===== src/rtl/reorder_seq.sv =====
`default_nettype none
// ============================================================================
// Module   : reorder_seq
// Purpose  : Collects one word from each enabled requester lane, then issues
//            the frame transposed as one bit-slice per bit index, with
//            valid/ready flow control, abort and a frame-done pulse.
// Revision : 1.0  initial release
// ============================================================================
module reorder_seq #(
    parameter int NUM_SW_INST = 5,
    parameter int W_WIDTH     = 32,
    localparam int IW         = (W_WIDTH > 1) ? $clog2(W_WIDTH) : 1
) (
    input  logic                           clk,
    input  logic                           rst_n,
    input  logic [NUM_SW_INST-1:0]         cfg_lane_en,
    input  logic                           abort,
    input  logic [NUM_SW_INST-1:0]         req_valid,
    input  logic [W_WIDTH*NUM_SW_INST-1:0] req_data,
    output logic [NUM_SW_INST-1:0]         req_ready,
    output logic                           slice_valid,
    input  logic                           slice_ready,
    output logic [NUM_SW_INST-1:0]         slice_data,
    output logic [IW-1:0]                  slice_idx,
    output logic                           slice_last,
    output logic [W_WIDTH*NUM_SW_INST-1:0] frame_data,
    output logic                           frame_done
);

    localparam logic [IW-1:0] c_last_idx = IW'(W_WIDTH - 1);

    typedef enum logic [0:0] {
        ST_COLLECT = 1'b0,
        ST_ISSUE   = 1'b1
    } state_t;

    state_t                   r_state;
    state_t                   w_state_nxt;
    logic [NUM_SW_INST-1:0]   r_captured;
    logic [NUM_SW_INST-1:0]   r_lane_en_q;
    logic [W_WIDTH-1:0]       r_words [NUM_SW_INST];
    logic [IW-1:0]            r_slice_idx;
    logic                     r_frame_done;

    logic [NUM_SW_INST-1:0]   w_ready;
    logic [NUM_SW_INST-1:0]   w_hs;
    logic                     w_frame_full;
    logic                     w_issue;
    logic                     w_slice_acc;
    logic                     w_slice_last;

    // Next-state and handshake decode; abort suppresses every handshake.
    always_comb begin
        w_state_nxt  = r_state;
        w_ready      = '0;
        w_hs         = '0;
        w_frame_full = 1'b0;
        w_slice_acc  = 1'b0;
        w_issue      = (r_state == ST_ISSUE);
        w_slice_last = w_issue && (r_slice_idx == c_last_idx);
        case (r_state)
            ST_COLLECT: begin
                w_ready      = r_lane_en_q & ~r_captured;
                w_hs         = req_valid & w_ready & {NUM_SW_INST{~abort}};
                // Disabled lanes count as already captured.
                w_frame_full = (&(r_captured | w_hs | ~r_lane_en_q)) && (|r_lane_en_q);
                if (!abort && w_frame_full) begin
                    w_state_nxt = ST_ISSUE;
                end
            end
            ST_ISSUE: begin
                w_slice_acc = slice_ready && !abort;
                if (abort || (w_slice_acc && w_slice_last)) begin
                    w_state_nxt = ST_COLLECT;
                end
            end
            default: w_state_nxt = ST_COLLECT;
        endcase
    end

    // State register.
    always_ff @(posedge clk) begin
        if (!rst_n) begin
            r_state <= ST_COLLECT;
        end else begin
            r_state <= w_state_nxt;
        end
    end

    // Capture flags, lane-enable snapshot, slice index and done pulse.
    always_ff @(posedge clk) begin
        if (!rst_n) begin
            r_captured   <= '0;
            r_lane_en_q  <= '0;
            r_slice_idx  <= '0;
            r_frame_done <= 1'b0;
        end else begin
            r_frame_done <= w_slice_acc && w_slice_last;
            // The enable snapshot follows config only while no lane of the
            // current frame has been taken, so a frame never changes shape.
            if ((r_state == ST_COLLECT) && (r_captured == '0) && (w_hs == '0)) begin
                r_lane_en_q <= cfg_lane_en;
            end
            if (abort) begin
                r_captured  <= '0;
                r_slice_idx <= '0;
            end else if (r_state == ST_COLLECT) begin
                r_captured  <= r_captured | w_hs;
                r_slice_idx <= '0;
            end else if (w_slice_acc) begin
                if (w_slice_last) begin
                    r_captured  <= '0;
                    r_slice_idx <= '0;
                end else begin
                    r_slice_idx <= r_slice_idx + IW'(1);
                end
            end
        end
    end

    // Word storage for each lane that completes a handshake.
    always_ff @(posedge clk) begin
        if (!rst_n) begin
            for (int i = 0; i < NUM_SW_INST; i++) begin
                r_words[i] <= '0;
            end
        end else begin
            for (int i = 0; i < NUM_SW_INST; i++) begin
                if (w_hs[i]) begin
                    r_words[i] <= req_data[i*W_WIDTH +: W_WIDTH];
                end
            end
        end
    end

    // Transposed views; disabled lanes read as zero, everything zero outside ISSUE.
    generate
        for (genvar gi = 0; gi < NUM_SW_INST; gi++) begin : g_lane
            assign slice_data[gi] = w_issue & r_lane_en_q[gi] & r_words[gi][r_slice_idx];
            for (genvar gj = 0; gj < W_WIDTH; gj++) begin : g_bit
                assign frame_data[NUM_SW_INST*gj + gi] = w_issue & r_lane_en_q[gi] & r_words[gi][gj];
            end
        end
    endgenerate

    assign req_ready   = w_ready;
    assign slice_valid = w_issue;
    assign slice_idx   = r_slice_idx;
    assign slice_last  = w_slice_last;
    assign frame_done  = r_frame_done;

endmodule
`default_nettype wire


===== config.mk =====
export PLATFORM = sky130hd
export DESIGN_NAME = reorder_seq
export DESIGN_NICKNAME = d
export VERILOG_FILES = /design/src/rtl/reorder_seq.sv
export SDC_FILE = /design/constraint.sdc
export NUM_CORES = 1
export LEC_CHECK = 0
export CORE_MARGIN = 3
export CORE_UTILIZATION = 35
export DETAILED_ROUTE_END_ITERATION = 16
export PLACE_DENSITY_LB_ADDON = 0.08
export SYNTH_ARGS = -nofsm -noshare
export SYNTH_HDL_FRONTEND = slang
export SYNTH_SLANG_ARGS = --single-unit

===== constraint.sdc =====
create_clock -name clk -period 6.4 [get_ports clk]
set_input_delay 0.96 -clock clk [delete_from_list [all_inputs] [get_ports clk]]
set_output_delay 0.96 -clock clk [all_outputs]
set_load 0.05 [all_outputs]

==> run metrics <==
outcome=finished, final reports clean; multi-input logic area=about 4500 µm²; Leak=5.39 nW; FF+latch count, synth=between 150 and 200; wire per inst=23.3 µm; TritonCTS buffer count=17; critical path class=flop to primary output; final setup vio count=0; Synth top cells by count=162 x and3_1, 160 x edfxtp_1, 100 x a21boi_2; Setup Fix Bufs, Post-CTS=0; hold wc startpoint=r_captured[0]; Post-Syn Area=just over 10000 µm²; unrepaired setup endpoints after global routing=false; Num Clock Sinks=177; post-synthesis cell count=just under 800; largest net degree at the start of global routing=around 120; Die Y=between 150 and 200 µm; Die X=approximately 180 µm; Top delay family on crit path=buffers and inverters; crit-path max cell delay=about 0.9 ns; simple-gate share of the synthesized area=13.7%; met2 WL post-DR=about 17000 µm; filler instances=between 2000 and 3000; post-synth top area cell=edfxtp_1; Rel. slew slack=22.5%; vias in the first global route=slightly above 8000; worst-margin pin slew=around 1.2 ns; critical path fanouts, max=20; Max-Cap Viols=0; Hold Path End=r_captured[0]; synth unique cells=50; Pre-antenna DRT Iters=5; IR drop worst, VDD=0.158 mV; H-tree levels=4; highest layer used for signal routing=met5; final net count=1249; post-route setup TNS=0 ns; Core ar.=28200 µm²; I/O pin cnt=about 350; Compound-Gate Fraction of Synth Area=between 20% and 30%; crit start category=flop; WL final=approximately 34000 µm; power per cell area=around 220 nW/µm²; worst flop-to-flop path startpoint=slice_valid; Clock Latency Late Sink=~0.43 ns; routed vias=a little under 8000; Synth Area in XOR/XNOR=0%; WL met3=around 2300 µm; top_reg_cell synth=edfxtp_1; Worst EP required=approximately 5.4 ns; critical path's slowest cell=clkdlybuf4s50_1; Mean Syn Cell Area=13.1 µm²; CTS resizes=0; most frequent cell after synthesis=and3_1; Final GP Congestion=0.817; P&R area growth vs syn=41.4%; Initial Util=36.0%; Hold Crit Class=flop to flop; worst r2r path cells=6; hpwl dp=between 20000 and 25000 µm; Synth area leaders=edfxtp_1 47%, a21boi_2 11%, and3_1 10%; initial DRC count=454; Post-synth EDFFs=160; Max Buffers Root-to-Sink=2; Final Hold Fails=0; post-synthesis mux area share=a little under a tenth; CTS tree=yes; grt total ovfl=0; fin crit share=roughly three quarters; CP Buf/Inv Count=2; Synth Area in Adders=0.246%; root buffer cell=clkbuf_16; FF+latch area=roughly 5000 µm²; drt drc=0; DRT antenna net count=0; initial antenna violation count=5; layout cells sized above 1=a little under a fifth; Final Max Tran Viols=0; Post-synth ARST share=0%; Yosys top cell area share=47.3%; final worst path period need=about 4.8 ns; via/cell ratio=5.32; Final Skew=0.0107 ns; f_max=0.210 GHz; Critical Path AT=around 3.8 ns; global-route total usage across every layer=approximately a fifth; M1 WL=about 14000 µm; syn nets=approximately 950; Die Footprint=slightly above 30000 µm²; critical-path cell list=buf_4 -> nor2b_1 -> a22o_1 -> a211oi_1 -> nor3_1 -> clkdlybuf4s50_1; Worst Hold Depth=2; r2r setup slk=approximately 2.7 ns; CP Capture Type=primary output; port bufs=351; largest family of logic cells by synthesized area=compound AO/OA/AOI/OAI gates; sequential area share after synthesis=~51%; clock-pin slew on the worst setup and hold paths=0.07 ns; row count=~60; r2r endpoint=r_words[2][26]; Hold-fix buffers, CTS=0; Synthesis Warnings=0; final instance area=about 14000 µm²; DP Area=13800 µm²; first-pass GRT wire length=roughly 50000 µm
tightest hold or removal path: stages, from the launching register on:
cell and delay [ns]:
dfxtp_1 0.33, o21ai_0 0.08, a21oi_1 0.06
stage by stage:
stage               setup WS (ns)  hold slack [ns]  util, %  cells  power (mW)
floorplan                    2.31            0.455        -    778        1.88
global placement             1.98            0.498     48.7   1432        2.13
detailed placement           1.97            0.506     48.7   1432        2.13
CTS                          1.51            0.521     50.9   1462        3.26
global route                 1.39            0.534     50.9   1464        3.35
finish                       1.64            0.524     50.9   1465        3.23
layer usage:
layer	global-route usage, %	vias to the layer above
met5	0	-
met4	6.09	6
met3	5.76	31
met2	36.0	270
met1	26.6	3862
li1	-	3622
kinds of logic (layout without fill, tap and decap cells):
logic type | count (synthesis) | after routing
adder cells (fa/ha/maj) | 2 | 2
other | 0 | 3
multiplexers | 51 | 51
flip-flops | 177 | 177
AND/OR/NAND/NOR | 228 | 228
buffers and inverters | 96 | 402
AO/OA/AOI/OAI | 224 | 224
sequential cells by signal (all words and copies together) (netlist names):
| register | flops |
|---|---|
| slice_idx | 5 |
| r_captured | 5 |
| r_lane_en_q | 5 |
| slice_valid | 1 |
| r_words | 160 |
| frame_done | 1 |
placed cells by master (no fill, tap or decap), types with 13 or more instances in the layout:
| cell type | n |
|---|---|
| buf_4 | 15 |
| mux4_2 | 35 |
| edfxtp_1 | 160 |
| nor2_1 | 13 |
| a21boi_2 | 100 |
| and3_1 | 162 |
| a21oi_1 | 14 |
| a21boi_0 | 60 |
| clkbuf_16 | 17 |
| clkdlybuf4s50_1 | 351 |
| dfxtp_1 | 13 |
area by class of cell:
type	instances	share of cell area (%)
Clock buffer	19	3.01
Multi-Input combinational cell	505	31.1
Antenna cell	3	0.0522
Sequential cell	177	35.8
Clock inverter	11	1.26
Inverter	5	0.131
Timing Repair Buffer	367	25.4
Tap cell	378	3.29
how the worst max path moves through the flow:
stage / startpoint / to / cells past startpoint
6_report: slice_idx[0] / slice_data[3] / 6
5_1_grt: slice_idx[0] / slice_data[0] / 6
4_1_cts: slice_idx[0] / slice_data[0] / 6
3_5_place_dp: slice_idx[0] / slice_data[0] / 6
3_3_place_gp: slice_idx[0] / slice_data[0] / 6
2_1_floorplan: abort / r_words[3][0] / 2
power breakdown:
part	internal, mW	switching (mW)	total (mW)	leakage, nW
registers	1.39	0.116	1.50	1.80
logic	0.270	0.333	0.603	3.30
clock network	0.657	0.469	1.13	0.292
total	2.31	0.918	3.23	5.39
Note: power is estimated with default switching activity, not from simulation.
